### src/rtl/seg7_pkg.sv
// Shared segment table and event record. The segment decoder and the
// reader both draw on these constants so the two directions cannot drift.
package seg7_pkg;

    localparam int SEG_W  = 7;
    localparam int CODE_W = 4;

    localparam logic [SEG_W-1:0] SEG_D0    = 7'b1110111;
    localparam logic [SEG_W-1:0] SEG_D1    = 7'b1111100;
    localparam logic [SEG_W-1:0] SEG_D2    = 7'b0111001;
    localparam logic [SEG_W-1:0] SEG_D3    = 7'b1011110;
    localparam logic [SEG_W-1:0] SEG_D4    = 7'b1111001;
    localparam logic [SEG_W-1:0] SEG_D5    = 7'b1110001;
    localparam logic [SEG_W-1:0] SEG_BLANK = 7'b0000000;

    typedef struct packed {
        logic [CODE_W-1:0] data;
        logic              blank;
        logic              err;
    } seg7_evt_t;

    typedef enum logic {
        ST_EMPTY = 1'b0,
        ST_FULL  = 1'b1
    } seg7_state_e;

endpackage

### src/rtl/seg7_pattern_enc.sv
// Combinational map from a segment pattern to its event record.
// Blank and unknown patterns carry data 0 with the matching flag set.
module seg7_pattern_enc
    import seg7_pkg::*;
(
    input  logic [SEG_W-1:0] pattern,
    output seg7_evt_t        evt
);

    always_comb begin
        evt = '0;
        case (pattern)
            SEG_D0:    evt.data = 4'd0;
            SEG_D1:    evt.data = 4'd1;
            SEG_D2:    evt.data = 4'd2;
            SEG_D3:    evt.data = 4'd3;
            SEG_D4:    evt.data = 4'd4;
            SEG_D5:    evt.data = 4'd5;
            SEG_BLANK: evt.blank = 1'b1;
            default:   evt.err = 1'b1;
        endcase
    end

endmodule

### src/rtl/seg7_reader.sv
// Reads a 7-segment bus back into a digit code: synchronise, debounce,
// encode, and hand each new stable pattern over a valid/ready output.
module seg7_reader
    import seg7_pkg::*;
#(
    parameter int STABLE_CYCLES = 4,
    parameter int CNT_W         = 8
) (
    input  logic              clk,
    input  logic              rst_n,
    input  logic [SEG_W-1:0]  seg,
    input  logic              out_ready,
    output logic              out_valid,
    output logic [CODE_W-1:0] out_data,
    output logic              out_blank,
    output logic              out_err,
    output logic              overrun
);

    // Handshake: an event is transferred on a rising edge where out_valid=1
    // and out_ready=1; out_data/out_blank/out_err stay constant while
    // out_valid=1 and out_ready=0.

    localparam logic [CNT_W-1:0] CNT_MAX = CNT_W'(STABLE_CYCLES);
    localparam logic [CNT_W-1:0] CNT_HIT = CNT_W'(STABLE_CYCLES - 1);

    logic [SEG_W-1:0] s1;
    logic [SEG_W-1:0] s2;
    logic [SEG_W-1:0] s2_prev;
    logic [CNT_W-1:0] cnt;
    logic [CNT_W-1:0] cnt_next;
    logic             changed;
    logic             reach;
    logic             fresh;
    logic             evt_now;

    logic [SEG_W-1:0] last_pat;
    logic             last_vld;
    seg7_state_e      state;
    seg7_evt_t        enc_evt;

    seg7_pattern_enc u_enc (
        .pattern (s2),
        .evt     (enc_evt)
    );

    // cnt counts cycles s2 has repeated beyond its first cycle, so the
    // pattern has been held STABLE_CYCLES cycles exactly when cnt_next hits
    // STABLE_CYCLES-1; saturating above that keeps a held pattern from
    // re-triggering.
    assign changed = (s2 != s2_prev);

    always_comb begin
        cnt_next = cnt;
        if (changed) begin
            cnt_next = '0;
        end else if (cnt != CNT_MAX) begin
            cnt_next = cnt + 1'b1;
        end
    end

    assign reach   = (cnt_next == CNT_HIT);
    assign fresh   = !last_vld || (s2 != last_pat);
    assign evt_now = reach && fresh;

    always_ff @(posedge clk or negedge rst_n) begin
        if (!rst_n) begin
            s1      <= '0;
            s2      <= '0;
            s2_prev <= '0;
            cnt     <= '0;
        end else begin
            s1      <= seg;
            s2      <= s1;
            s2_prev <= s2;
            cnt     <= cnt_next;
        end
    end

    always_ff @(posedge clk or negedge rst_n) begin
        if (!rst_n) begin
            state     <= ST_EMPTY;
            out_valid <= 1'b0;
            out_data  <= '0;
            out_blank <= 1'b0;
            out_err   <= 1'b0;
            overrun   <= 1'b0;
            last_vld  <= 1'b0;
            last_pat  <= '0;
        end else begin
            case (state)
                ST_EMPTY: begin
                    if (evt_now) begin
                        out_valid <= 1'b1;
                        out_data  <= enc_evt.data;
                        out_blank <= enc_evt.blank;
                        out_err   <= enc_evt.err;
                        last_vld  <= 1'b1;
                        last_pat  <= s2;
                        state     <= ST_FULL;
                    end
                end
                ST_FULL: begin
                    if (out_ready) begin
                        if (evt_now) begin
                            out_data  <= enc_evt.data;
                            out_blank <= enc_evt.blank;
                            out_err   <= enc_evt.err;
                            last_vld  <= 1'b1;
                            last_pat  <= s2;
                        end else begin
                            out_valid <= 1'b0;
                            state     <= ST_EMPTY;
                        end
                    end else if (evt_now) begin
                        // Dropped events leave last_pat alone and are not retried.
                        overrun <= 1'b1;
                    end
                end
                default: state <= ST_EMPTY;
            endcase
        end
    end

endmodule

### config.mk
export PLATFORM = sky130hd
export DESIGN_NAME = seg7_reader
export DESIGN_NICKNAME = d
export VERILOG_FILES = /design/src/rtl/seg7_pkg.sv /design/src/rtl/seg7_pattern_enc.sv /design/src/rtl/seg7_reader.sv
export SDC_FILE = /design/constraint.sdc
export NUM_CORES = 1
export LEC_CHECK = 0
export CORE_ASPECT_RATIO = 1.5
export CORE_MARGIN = 2
export CORE_UTILIZATION = 56
export DETAILED_ROUTE_END_ITERATION = 10
export PLACE_DENSITY = 0.78
export SYNTH_ARGS = -nofsm -noshare
export SYNTH_HDL_FRONTEND = slang
export SYNTH_SLANG_ARGS = --single-unit
### constraint.sdc
create_clock -name clk -period 2.8 [get_ports clk]
set_input_delay 0.42 -clock clk [delete_from_list [all_inputs] [get_ports clk]]
set_output_delay 0.42 -clock clk [all_outputs]
set_load 0.02 [all_outputs]
Word-level counts from Yosys, hierarchy flattened
Index checks and enable logic that the tools add are counted.

word-level totals
  register bits after elaboration = 46
  latch bits = 0
  bits in writable memories = 0
  ROM bits = 0
  input bits = 10
  output and inout port bits = 8
  logic and storage cells = 62
  memories = 0

cells by class
  add/subtract/negate cells = 1
  multiply operators = 0
  div/mod/pow operators = 0
  order comparisons = 0
  equality and inequality tests = 13
  shift-type cells = 0
  multiplexer cells = 27
  bitwise gates (word level) = 2
  reduce and logical (&&, ||, !) cells = 7

operators by type and width
  cell                   number
  $eq A7 B7 Y1 const B   5
  $mux W8                2
  $pmux W3 S5            1
  $mux W7                2
  $ne A7 B7 Y1           2
  $pmux W7 S2            1
  $mux W1                13
  $pmux W1 S2            5
  $add A8 B1 Y8 const B  1
  $eq A8 B2 Y1 const B   1
  $mux W4                2
  $ne A8 B3 Y1 const B   1
  $pmux W4 S2            1
  $eq A7 B6 Y1 const B   1
  $logic_not A7 Y1       1
  $reduce_or A7 Y1       1
  $ne A2 B2 Y1 const B   3
  $reduce_and A3 Y1      2
  $not A1 Y1             2
  $logic_and A1 B1 Y1    1
  $logic_not A1 Y1       1
  $logic_or A1 B1 Y1     1

Depth between registers and ports, before layout
  depth after elaboration = 8
  depth in mapped cells = 9

Hierarchy
A second synthesis with hierarchy kept.

second synthesis, totals
  cells, all modules = 165
  area, all modules = 2090.8 µm²

by module, submodules not included
  module            instances  cells an instance  area each (µm²)  seq. area each (µm²)
  seg7_reader       1          142                1949.4           1151.1
  seg7_pattern_enc  1          23                 141.4            0.0

Least setup slack after synthesis
OpenSTA, ideal clock, no wires.

  path kind = flip-flop to flip-flop
  from = register cnt[5]
  to = register last_pat[3]
  setup time = 0.125 ns
  arrival time = 2.162 ns
  setup slack = 0.513 ns
  stages on the path, launching flop included = 9
  path buffers = 2
  period minus slack after synthesis = 2.287 ns
  cells stage by stage = dfrtp_1 -> buf_6 -> or3_4 -> nor4_4 -> mux2i_1 -> nor2_4 -> nand4_4 -> buf_6 -> mux2_4

between the ends
  word-level cells in the longest chain between the ends = 8
  elaborated cells on any way between the ends = 9

ends and longest elaborated chain
  what                      RTL line            text
  start: declaration        seg7_reader.sv:30   logic [CNT_W-1:0] cnt;
  start signal: assignment  seg7_reader.sv:76   cnt <= cnt_next;
  $ne A8 B3 Y1 *            seg7_reader.sv:57   end else if (cnt != CNT_MAX) begin
  $mux W8 *                 seg7_reader.sv:57
  $mux W8 *                 seg7_reader.sv:55   if (changed) begin
  named net cnt_next[1]     seg7_reader.sv:31   logic [CNT_W-1:0] cnt_next;
  $eq A8 B2 Y1 *            seg7_reader.sv:62   assign reach = (cnt_next == CNT_HIT);
  $logic_and A1 B1 Y1 *     seg7_reader.sv:64   assign evt_now = reach && fresh;
  $mux W7 *                 n/a
  $mux W7                   n/a
  $pmux W7 S2 *             n/a
  end signal: assignment    seg7_reader.sv:89   last_pat <= '0;
  end signal: assignment    seg7_reader.sv:99   last_pat <= s2;
  end signal: assignment    seg7_reader.sv:110  last_pat <= s2;
  end: declaration          seg7_reader.sv:37   logic [SEG_W-1:0] last_pat;

Mark *: on every way through the listed nets, which the timed path passes. The rest lies on a longest branch. The select of a mux whose other input is x is not followed.
A chain may end at the register's enable or synchronous reset.

Final worst setup path
  from = register cnt[4]
  to = register out_data[0]

between the ends
  word-level cells in the longest chain between the ends = 8
  elaborated cells on any way between the ends = 9

ends and longest elaborated chain
  what                    RTL line            text
  $ne A8 B3 Y1 *          seg7_reader.sv:57
  $mux W8 *               seg7_reader.sv:57
  $mux W8 *               seg7_reader.sv:55
  named net cnt_next[1]   seg7_reader.sv:31
  $eq A8 B2 Y1 *          seg7_reader.sv:62
  $logic_and A1 B1 Y1 *   seg7_reader.sv:64
  $mux W4 *               n/a
  $mux W4                 n/a
  $pmux W4 S2 *           n/a
  end signal: assignment  seg7_reader.sv:95   out_data <= enc_evt.data;
  end signal: assignment  seg7_reader.sv:106  out_data <= enc_evt.data;
  end: declaration        seg7_reader.sv:14   output logic [CODE_W-1:0] out_data,

Marks and branches as above.

==> results.sh <==
export IMPL_status="completed"
export IMPL_grt_pass1_wl_mm=5.75
export IMPL_critPathLaunchType="flip-flop"
export IMPL_synth_top_family_by_area="simple AND/OR/NAND/NOR gates"
export IMPL_cts_sinks=45
export IMPL_finalMaxSlewViolations=0
export IMPL_avgSynthCellArea_um2=12.5
export IMPL_syn_nets=171
export IMPL_holdBufCountCts=0
export IMPL_clk_pin_slew_ps=80
export IMPL_dieArea_um2=4050
export IMPL_worst_slack_ps=291
export IMPL_multi_input_comb_area_um2=781
export IMPL_rows=26
export IMPL_initial_utilization_pct=58.1
export IMPL_cts_root_buf="clkbuf_8"
export IMPL_rsz0062_at_grt="no"
export IMPL_synthArstFlopShare_pct=100
export IMPL_p_leak_nw=1.04
export IMPL_pre_cts_ws_ps=269
export IMPL_finalHoldViolations=0
export IMPL_ioPinCount=18
export IMPL_worst_pin_slew_ps=955
export IMPL_synth_area_leader_cell="dfrtp_1"
export IMPL_synth_area_leaders="dfrtp_1 (57%), mux2_4 (5.3%), xnor2_1 (5.3%)"
export IMPL_io_buffers=16
export IMPL_synth_cell_types=38
export IMPL_postCtsSetupRepairBufs=0
export IMPL_hold_ws_ps=262
export IMPL_grt_pass1_vias=1241
export IMPL_cp_arrival_ps=2700
export IMPL_cts_made_buffers=5
export IMPL_path_max_fanout=13
export IMPL_synth_xor_area_share_pct=10.1
export IMPL_drc=0
export IMPL_fillers=254
export IMPL_finalClockSkew_ps=7.69
export IMPL_cts_repair_resized=0
export IMPL_drt_initial_drc_count=12
export IMPL_critPathRequiredTime_ps=2990
export IMPL_worstSkewPairLatency_ps=300
export IMPL_power_density_nw_per_um2=546
export IMPL_wire_per_inst_um=15.4
export IMPL_fin_total_pwr_mw=1.24
export IMPL_yosysWarnings=0
export IMPL_die_x_um=52.6
export IMPL_syn_instance_count=159
export IMPL_vdd_drop_max_mv=0.489
export IMPL_slew_headroom_pct=36.4
export IMPL_via_per_inst=5.46
export IMPL_core_um2=3420
export IMPL_drt_wl_total_mm=3.37
export IMPL_clock_fmax_mhz=399
export IMPL_cts_tree="yes"
export IMPL_period_share_pct=89.6
export IMPL_setup_tns_ps=0
export IMPL_synth_compound_area_share_pct=3.59
export IMPL_synthMuxAreaShare_pct=8.51
export IMPL_gp_congestion=0.785
export IMPL_seqCellArea_um2=1130
export IMPL_synth_area_um2=1990
export IMPL_cap_violations=0
export IMPL_critPathCaptureType="flip-flop"
export IMPL_dpl_hpwl_mm=2.47
export IMPL_grt_use_total_pct=19.6
export IMPL_die_h_um=76.9
export IMPL_grt_ovfl_total=0
export IMPL_final_instance_count_excl_fill=218
export IMPL_htreeDepth=2
export IMPL_yosysSeqAreaShare_pct=56.7
export IMPL_synthFlopType="dfrtp_1"
export IMPL_hold_path_class="primary input to async pin"
export IMPL_detail_route_antenna_nets=0
export IMPL_synth_seq_cells=45
export IMPL_clock_path_buffers=2
export IMPL_r2r_setup_slack_ps=290
export IMPL_criticalPathCategory="flip-flop to flip-flop"
export IMPL_period_minus_slack_ps=2510
export IMPL_numPlacedInstances=210
export IMPL_synthAdderAreaFrac_pct=1.26
export IMPL_nets=187
export IMPL_synth_edf_count=0
export IMPL_antenna_found_initial=0
export IMPL_yosys_area_share_simple_pct=15.6
export IMPL_area_growth_syn_to_layout_pct=14.4
export IMPL_num_vias=1191
export IMPL_antennaDiodeCount=0
export IMPL_setup_viol=0
export IMPL_drive_above_1_share_pct=15.3
export IMPL_first_pass_iters=4
export IMPL_grt_max_degree=46
export IMPL_synth_top_area_share_pct=56.7
[cells in the mapped netlist, types with 3 or more instances]
library cell  number
and3_1             3
clkbuf_1           5
dfrtp_1           45
inv_1              7
mux2_2             3
mux2_4             7
mux2i_1            3
nand2_1            8
nand3_1            7
nand4_1            5
nor2_1            11
nor3_1             5
xnor2_1           12
xor2_1            11
[cells by family after synthesis]
| group | Yosys count |
|---|---|
| xor gates and xnor gates | 23 |
| buffers and inverters | 16 |
| and+or+nand+nor | 49 |
| AOI/OAI and AO/OA | 10 |
| other | 1 |
| adders and majority gates | 2 |
| muxes | 13 |
| DFF | 45 |
[per-layer routing]
| layer | up-vias | global-route usage [%] | part of all wire [%] |
|---|---|---|---|
| met5 | - | 0 | 0 |
| li1 | 568 | - | - |
| met4 | 0 | 8.97 | 2.4 |
| met1 | 587 | 22.1 | 38 |
| met3 | 9 | 4.86 | 3.4 |
| met2 | 27 | 33.5 | 56 |
[power breakdown]
| part | total, mW | leakage, nW | internal [mW] | switching [mW] |
|---|---|---|---|---|
| Sequential | 0.685 | 0.568 | 0.667 | 0.0184 |
| Combinational | 0.0560 | 0.410 | 0.0279 | 0.0281 |
| Clock | 0.500 | 0.0591 | 0.272 | 0.228 |
[critical path, stage by stage (launching register included)]
cell	delay, ps
dfrtp_1	460
or3_4	430
nor4_4	450
mux2i_1	220
nor2_4	170
nand4_4	270
mux2_4	400
[path summary, 6_finish.rpt]
kind / from / end / depth (start not counted)
max: cnt[4] / out_data[0] / 6
min: rst_n / cnt[7] / 1
max reg2reg: cnt[4] / out_data[0] / 6
min reg2reg: s1[4] / s2[4] / 0
max in group asynchronous: rst_n / out_data[1] / 1
min in group clk: s1[4] / s2[4] / 0
[flip-flops by register name, summed over array words and instances (netlist names)]
register   count
state          1
out_valid      1
last_pat       7
overrun        1
last_vld       1
s2             7
out_err        1
out_data       3
s2_prev        7
s1             7
out_blank      1
cnt            8
[placed cells by master (no fill, tap or decap), drive strengths merged, types with 2 or more instances in the layout]
cell	netlist	routed
clkbuf	5	5
and3	3	3
o21ai	2	2
mux2i	3	3
dfrtp	45	45
inv	7	9
buf	4	3
nand2	8	8
nand3	7	7
ha	2	2
xnor2	12	12
nor4	2	2
mux2	10	10
nor2	12	12
nand4	6	6
nor3	5	5
clkdlybuf4s50	0	15
xor2	11	11
[cell type report]
cell class,instances,area share (%)
Inverter,7,1.16
Clock inverter,3,2.09
Multi-Input combinational cell,98,34.4
Tap cell,42,2.31
Sequential cell,45,49.6
Timing Repair Buffer,18,7.49
Clock buffer,5,3.03
[through the flow]
| step | cell area (um^2) | util (%) |
|---|---|---|
| finish | 2270 | 66.5 |
| global route | 2270 | 66.5 |
| global placement | 2160 | 63.1 |
| floorplan | 1990 | - |
| detailed placement | 2160 | 63.1 |
| CTS | 2270 | 66.5 |
Power figures use the tool's default switching activity.
